### src/rtl/plac_adc_pkg.sv
// Shared types and defaults for the ADC conversion sequencer.
// The state enum and the counter-width helper are used by plac_adc_seq.
package plac_adc_pkg;

   typedef enum logic [1:0] {
      IDLE  = 2'd0,
      RUN   = 2'd1,
      DRAIN = 2'd2
   } seq_state_e;

   localparam int DATA_W_DEF   = 13;
   localparam int PIPE_LAT_DEF = 5;

   // Launch/capture counters must hold a full burst plus the pipeline fill.
   function automatic int seq_cnt_width(input int burst_w, input int pipe_lat);
      return burst_w + $clog2(pipe_lat + 1);
   endfunction

endpackage

### src/rtl/plac_phase_gen.sv
// Two-phase stage-enable generator: free-running period counter while enabled,
// phase1 at count 0 and phase2 at count PHASE_DIV; restart forces the count to 0.
module plac_phase_gen #(
   parameter int PHASE_DIV = 4
) (
   input  logic clk,
   input  logic rst,
   input  logic i_en,
   input  logic i_restart,
   output logic o_phase1_en,
   output logic o_phase2_en
);

   localparam int PC_W = $clog2(2 * PHASE_DIV);
   localparam logic [PC_W-1:0] PC_LAST = PC_W'(2 * PHASE_DIV - 1);
   localparam logic [PC_W-1:0] PC_HALF = PC_W'(PHASE_DIV);

   logic [PC_W-1:0] r_pc;

   always_ff @(posedge clk) begin
      if (!rst) begin
         r_pc <= '0;
      end else if (i_restart) begin
         r_pc <= '0;
      end else if (i_en) begin
         r_pc <= (r_pc == PC_LAST) ? '0 : r_pc + 1'b1;
      end
   end

   assign o_phase1_en = i_en && (r_pc == '0);
   assign o_phase2_en = i_en && (r_pc == PC_HALF);

endmodule

### src/rtl/plac_adc_seq.sv
// Conversion sequencer: phase enables, sample launches, fill/drain tracking and result handshake.
// Define PLAC_SEQ_STATS_EN to add the smp_cnt/drop_cnt statistics outputs.
//
// state | meaning
// IDLE  | waiting for start; phase generator stopped
// RUN   | each phase1_en launches a sample until the burst or stop ends it
// DRAIN | no launches; phase pulses continue until every launched sample is captured
module plac_adc_seq
   import plac_adc_pkg::*;
#(
   parameter int DATA_W    = DATA_W_DEF,
   parameter int PHASE_DIV = 4,
   parameter int PIPE_LAT  = PIPE_LAT_DEF,
   parameter int BURST_W   = 8
) (
   input  logic               clk,
   input  logic               rst,
   input  logic               start,
   input  logic [BURST_W-1:0] burst_len,
   input  logic               stop,
   input  logic [DATA_W-1:0]  adc_data,
   output logic               phase1_en,
   output logic               phase2_en,
   output logic               sample_en,
   output logic [DATA_W-1:0]  m_data,
   output logic               m_valid,
   input  logic               m_ready,
   output logic               busy,
   output logic               done,
   output logic               overrun
`ifdef PLAC_SEQ_STATS_EN
   ,
   output logic [15:0]        smp_cnt,
   output logic [15:0]        drop_cnt
`endif
);

   localparam int CNT_W = seq_cnt_width(BURST_W, PIPE_LAT);
   localparam logic [CNT_W-1:0] FILL_LAST = CNT_W'(PIPE_LAT - 1);
   localparam logic [CNT_W-1:0] LAT_C     = CNT_W'(PIPE_LAT);
   localparam logic [CNT_W-1:0] ONE_C     = CNT_W'(1);

   seq_state_e         r_state;
   seq_state_e         w_state_nxt;
   logic [BURST_W-1:0] r_burst;
   logic               r_stop_seen;
   logic [CNT_W-1:0]   r_lau_cnt;
   logic [CNT_W-1:0]   r_cap_cnt;
   logic               r_filled;
   logic [1:0]         r_p1_dly;
   logic [DATA_W-1:0]  r_m_data;
   logic               r_m_valid;
   logic               r_overrun;

   logic               w_busy;
   logic               w_start_acc;
   logic               w_phase1;
   logic               w_phase2;
   logic               w_cont;
   logic               w_more;
   logic               w_last;
   logic               w_launch;
   logic               w_cap;
   logic               w_cap_data;
   logic [CNT_W-1:0]   w_pend;
   logic               w_drained;
   logic               w_done;

   assign w_busy      = (r_state != IDLE);
   assign w_start_acc = (r_state == IDLE) && start;

   plac_phase_gen #(
      .PHASE_DIV (PHASE_DIV)
   ) u_phase_gen (
      .clk         (clk),
      .rst         (rst),
      .i_en        (w_busy),
      .i_restart   (w_start_acc),
      .o_phase1_en (w_phase1),
      .o_phase2_en (w_phase2)
   );

   assign w_cont   = (r_burst == '0);
   assign w_more   = w_cont ? !(r_stop_seen || stop) : (r_lau_cnt < CNT_W'(r_burst));
   assign w_last   = !w_cont && (r_lau_cnt == CNT_W'(r_burst) - ONE_C);
   assign w_launch = (r_state == RUN) && w_phase1 && w_more;

   // After fill, r_cap_cnt = PIPE_LAT + data captures, so the difference is the samples in flight.
   assign w_cap      = r_p1_dly[1] && w_busy;
   assign w_pend     = r_filled ? (r_lau_cnt - r_cap_cnt + LAT_C) : r_lau_cnt;
   assign w_cap_data = w_cap && r_filled && (w_pend != '0);
   assign w_drained  = (w_pend == '0) || (w_cap_data && (w_pend == ONE_C));

   always_comb begin
      w_state_nxt = r_state;
      w_done      = 1'b0;
      unique case (r_state)
         IDLE: begin
            if (start) w_state_nxt = RUN;
         end
         RUN: begin
            if (w_phase1 && (w_last || !w_more)) w_state_nxt = DRAIN;
         end
         DRAIN: begin
            if (w_drained) begin
               w_state_nxt = IDLE;
               w_done      = 1'b1;
            end
         end
         default: w_state_nxt = IDLE;
      endcase
   end

   always_ff @(posedge clk) begin
      if (!rst) r_state <= IDLE;
      else      r_state <= w_state_nxt;
   end

   always_ff @(posedge clk) begin
      if (!rst) begin
         r_burst     <= '0;
         r_stop_seen <= 1'b0;
         r_lau_cnt   <= '0;
         r_cap_cnt   <= '0;
         r_filled    <= 1'b0;
         r_p1_dly    <= '0;
      end else if (w_start_acc) begin
         r_burst     <= burst_len;
         r_stop_seen <= 1'b0;
         r_lau_cnt   <= '0;
         r_cap_cnt   <= '0;
         r_filled    <= 1'b0;
         r_p1_dly    <= '0;
      end else begin
         r_p1_dly <= {r_p1_dly[0], w_phase1};
         if ((r_state == RUN) && w_cont && stop) r_stop_seen <= 1'b1;
         if (w_launch) r_lau_cnt <= r_lau_cnt + 1'b1;
         if (w_cap && (!r_filled || w_cap_data)) r_cap_cnt <= r_cap_cnt + 1'b1;
         if (w_cap && !r_filled && (r_cap_cnt == FILL_LAST)) r_filled <= 1'b1;
      end
   end

   // A held word is never overwritten; a capture arriving behind it is dropped.
   always_ff @(posedge clk) begin
      if (!rst) begin
         r_m_data  <= '0;
         r_m_valid <= 1'b0;
         r_overrun <= 1'b0;
      end else begin
         if (w_start_acc) r_overrun <= 1'b0;
         if (w_cap_data) begin
            if (!r_m_valid || m_ready) begin
               r_m_data  <= adc_data;
               r_m_valid <= 1'b1;
            end else begin
               r_overrun <= 1'b1;
            end
         end else if (r_m_valid && m_ready) begin
            r_m_valid <= 1'b0;
         end
      end
   end

`ifdef PLAC_SEQ_STATS_EN
   logic [15:0] r_smp_cnt;
   logic [15:0] r_drop_cnt;

   always_ff @(posedge clk) begin
      if (!rst || w_start_acc) begin
         r_smp_cnt  <= '0;
         r_drop_cnt <= '0;
      end else if (w_busy) begin
         if (r_m_valid && m_ready && (r_smp_cnt != 16'hFFFF)) r_smp_cnt <= r_smp_cnt + 1'b1;
         if (w_cap_data && r_m_valid && !m_ready && (r_drop_cnt != 16'hFFFF))
            r_drop_cnt <= r_drop_cnt + 1'b1;
      end
   end

   assign smp_cnt  = r_smp_cnt;
   assign drop_cnt = r_drop_cnt;
`endif

   assign phase1_en = w_phase1;
   assign phase2_en = w_phase2;
   assign sample_en = w_launch;
   assign m_data    = r_m_data;
   assign m_valid   = r_m_valid;
   assign busy      = w_busy;
   assign done      = w_done && rst;
   assign overrun   = r_overrun;

endmodule

### config.mk
export PLATFORM = sky130hd
export DESIGN_NAME = plac_adc_seq
export DESIGN_NICKNAME = d
export VERILOG_FILES = /design/src/rtl/plac_adc_pkg.sv /design/src/rtl/plac_phase_gen.sv /design/src/rtl/plac_adc_seq.sv
export SDC_FILE = /design/constraint.sdc
export NUM_CORES = 1
export LEC_CHECK = 0
export CAP_MARGIN = 20
export CORE_ASPECT_RATIO = 2
export CORE_MARGIN = 1
export CORE_UTILIZATION = 25
export CTS_BUF_LIST = sky130_fd_sc_hd__clkbuf_8
export DETAILED_ROUTE_END_ITERATION = 12
export PLACE_DENSITY = 0.39
export SLEW_MARGIN = 15
export SYNTH_ARGS = -nofsm -noshare
export SYNTH_HDL_FRONTEND = slang
export SYNTH_SLANG_ARGS = --single-unit
### constraint.sdc
create_clock -name clk -period 4.2 [get_ports clk]
set_clock_uncertainty 0.15 [all_clocks]
set_input_delay 0.84 -clock clk [delete_from_list [all_inputs] [get_ports clk]]
set_output_delay 0.84 -clock clk [all_outputs]
set_load 0.03 [all_outputs]
==> impl_results.md <==
* CP bufs+invs at 4
* Tcrit/Tclk final at 0.989
* Max Fclk at around 240 MHz
* Total GRT Usage at 0.150
* Post-route setup slack at ~47 ps
* Endpoint class of the critical path: output port
* Core box area at around 0.014 mm²
* Synth top area share at 0.304
* Total CTS buffers at 5
* Post-Place Setup Slack at -41.6 ps
* Ports at between 40 and 50
* Clock root buffer: clkbuf_8
* Input/output buffers at between 40 and 50
* Area Overhead vs Synth at 30.1%
* Slew Limit Headroom at 0.562
* Drt wl/cell at between 10 and 15 µm
* CTS tree: built
* Worst slew pin tran at between 600 and 700 ps
* DR iter-0 viols at 79
* WL final at ~10000 µm
* Post-synth EDFFs at 0
* Vias in the first global route at between 3000 and 4000
* Startpoint Class: flop
* Min-Delay Path Class: flop to flop
* Worst path required time at around 3200 ps
* Final Power at 1.11 mW
* Maxcap violations at 0
* Post-DRT Antenna Nets at 0
* Leakage at between 1.5 and 2 nW
* Layout cell share with drive strength beyond 1 at 0.134
* Largest net degree at the start of global routing at 42
* Synth area leader: dfxtp_1
* NumNets Final at 576
* Clk sink count at 54
* Chip Height at around 170 µm
* Most common cell after layout, fill and taps aside: nand2_1
* Final Hold Fails at 0
* # setup viols final at 0
* Largest cells by area after synthesis: dfxtp_1 (30%), ha_1 (12%), nand2_1 (7.8%), mux2i_1 (4.5%), nor2_1 (3.8%)
* Post-Syn Instances at around 450
* Mapped Area at approximately 0.0036 mm²
* Post-synthesis sequential area ratio at 0.304
* Core Rows at approximately 60
* Worst-path cell chain: inv_2 > ha_4 > inv_4 > ha_4 > inv_2 > fa_2 > nand2b_4 > a211oi_2 > mux2i_1 > or4_4 > or2_4 > nor3_4 > a21oi_2 > nor3_4 > buf_6
* First-pass GRT wire length at around 17000 µm
* H-tree depth at 2
* Period minus WS final at 4150 ps
* # DRC at 0
* Crit path max-delay family: simple AND/OR/NAND/NOR gates
* # diodes at 0
* Vias per cell at about 4.7
* Max Slew Vio Count at 0
* Initial Util at 0.256
* Hold_buf cts at 0
* Worst path slowest cell: or4_4
* Fill cell total of the finished layout at ~1500
* Clock latency on the worst-skew pair at between 300 and 400 ps
* Async set-reset flop share out of synthesis at 0
* Vias after detailed routing at about 3300
* Setup_tns at 0 ps
* Die X at between 80 and 90 µm
* RSZ-0062 raised after global routing: yes
* PD cells at roughly 240 mW/mm²
* Final core occ at 0.333
* Seq cells post-synth at 54
* Initial antenna violation count at 0
* Die ar. at 0.0147 mm²
* Maximum vdd ir drop at 188 µV
* Grt ovf at 0
* Status: completed
* Synth warn at 0
* CP max FO at 2
* Drt first pass iters at 4
* CP arrival at 3160 ps
* CTS Buffer Depth at 2
* Max stage delay on crit path at ~430 ps
* Post-DP HPWL at around 8400 µm
* Syn nets at 507
* Setup CP Type: flop to output port
* Commonest cells after routing, fill and taps aside: nand2_1 (74), dfxtp_1 (51), clkdlybuf4s50_1 (43), nor2_1 (36), buf_4 (33)
* Final RePlAce weighted congestion at around 0.81
* Dominant synthesized flop cell: dfxtp_1
* Library cells used by synthesis at 54
* Clock Pin Slew Worst Setup and Hold Paths at 110 ps
* Syn_area_per_cell at about 8 µm²
layer usage:
layer / share of wire / track usage / routed length [µm]
met2: 0.59 / 0.310 / 6160
met5: 0 / 0 / 0
met3: 0.018 / 0.0154 / 189
met1: 0.36 / 0.146 / 3770
met4: 0.025 / 0.0580 / 259
per-stage QoR:
stage                     area, µm²  cells  hold WS, ps
after floorplan                3580    445          287
after global placement         4400    692          294
after detailed placement       4400    692          302
after CTS                      4590    703          321
after global routing           4620    704          333
final                          4620    704          317
registers in the layout, summed over array words and instances, names as in the netlist:
name / cells
r_burst: 8
r_filled: 1
r_stop_seen: 1
overrun: 1
m_data: 13
u_phase_gen.r_pc: 3
m_valid: 1
r_cap_cnt: 11
r_state: 2
r_lau_cnt: 11
r_p1_dly: 2
worst min-delay path, cell delays in order (launching register included):
cell,delay (ps)
dfxtp_1,330
nand2_1,50
mux2i_1,50
cell type report:
cell class | instances | area (µm²) | area share
clock buffers | 5 | 68.8 | 0.0149
clock inverters | 3 | 47.5 | 0.0103
inverters | 29 | 111 | 0.0241
multi-input cells | 346 | 2370 | 0.514
flip-flops and latches | 54 | 1080 | 0.235
well taps | 189 | 236 | 0.0512
repair buffers | 78 | 698 | 0.151
where the power goes:
group / internal, mW / total [mW] / switching (mW)
clock: 0.181 / 0.383 / 0.202
combinational: 0.0846 / 0.193 / 0.109
sequential: 0.523 / 0.535 / 0.0114
synthesized netlist by cell type (4+ instances only):
master    number
o21ai_0       13
nor2_1        36
inv_1         29
clkbuf_1      12
a21oi_1       19
nor2b_1        5
dfxtp_1       54
nand3_1       16
nand2b_1       5
nand2_1       74
or3_1          4
xnor2_1       12
nand4_1       11
and3_1        10
a21boi_0       9
and2_1         8
xor2_1        11
nor4_1         5
a31oi_1        4
ha_1          35
mux2i_1       16
nor3_1        10
final timing paths:
path,startpoint,to,slack [ps],depth (start not counted)
min,m_data[11]$_SDFFE_PN0P_,m_data[11]$_SDFFE_PN0P_,320,2
max reg2reg,r_lau_cnt[1]$_SDFFE_PP0P_,m_data[12]$_SDFFE_PN0P_,550,17
min reg2reg,m_data[11]$_SDFFE_PN0P_,m_data[11]$_SDFFE_PN0P_,320,2
max,r_lau_cnt[1]$_SDFFE_PP0P_,done,50,15
timing repair:
action	4_1_cts	5_1_grt
setup buffers	3	1
endpoints found under the hold margin	0	0
pin swaps	9	5
setup endpoints to repair	2	1
gates resized for setup	15	4
kinds of logic after synthesis:
kind of cell	share of synthesized area
adders and majority gates	0.129
muxes	0.0451
buffers and inverters	0.0521
AOI/OAI and AO/OA	0.131
xor gates and xnor gates	0.0567
and+or+nand+nor	0.282
DFF	0.304
(Power assumes the default switching activity.)
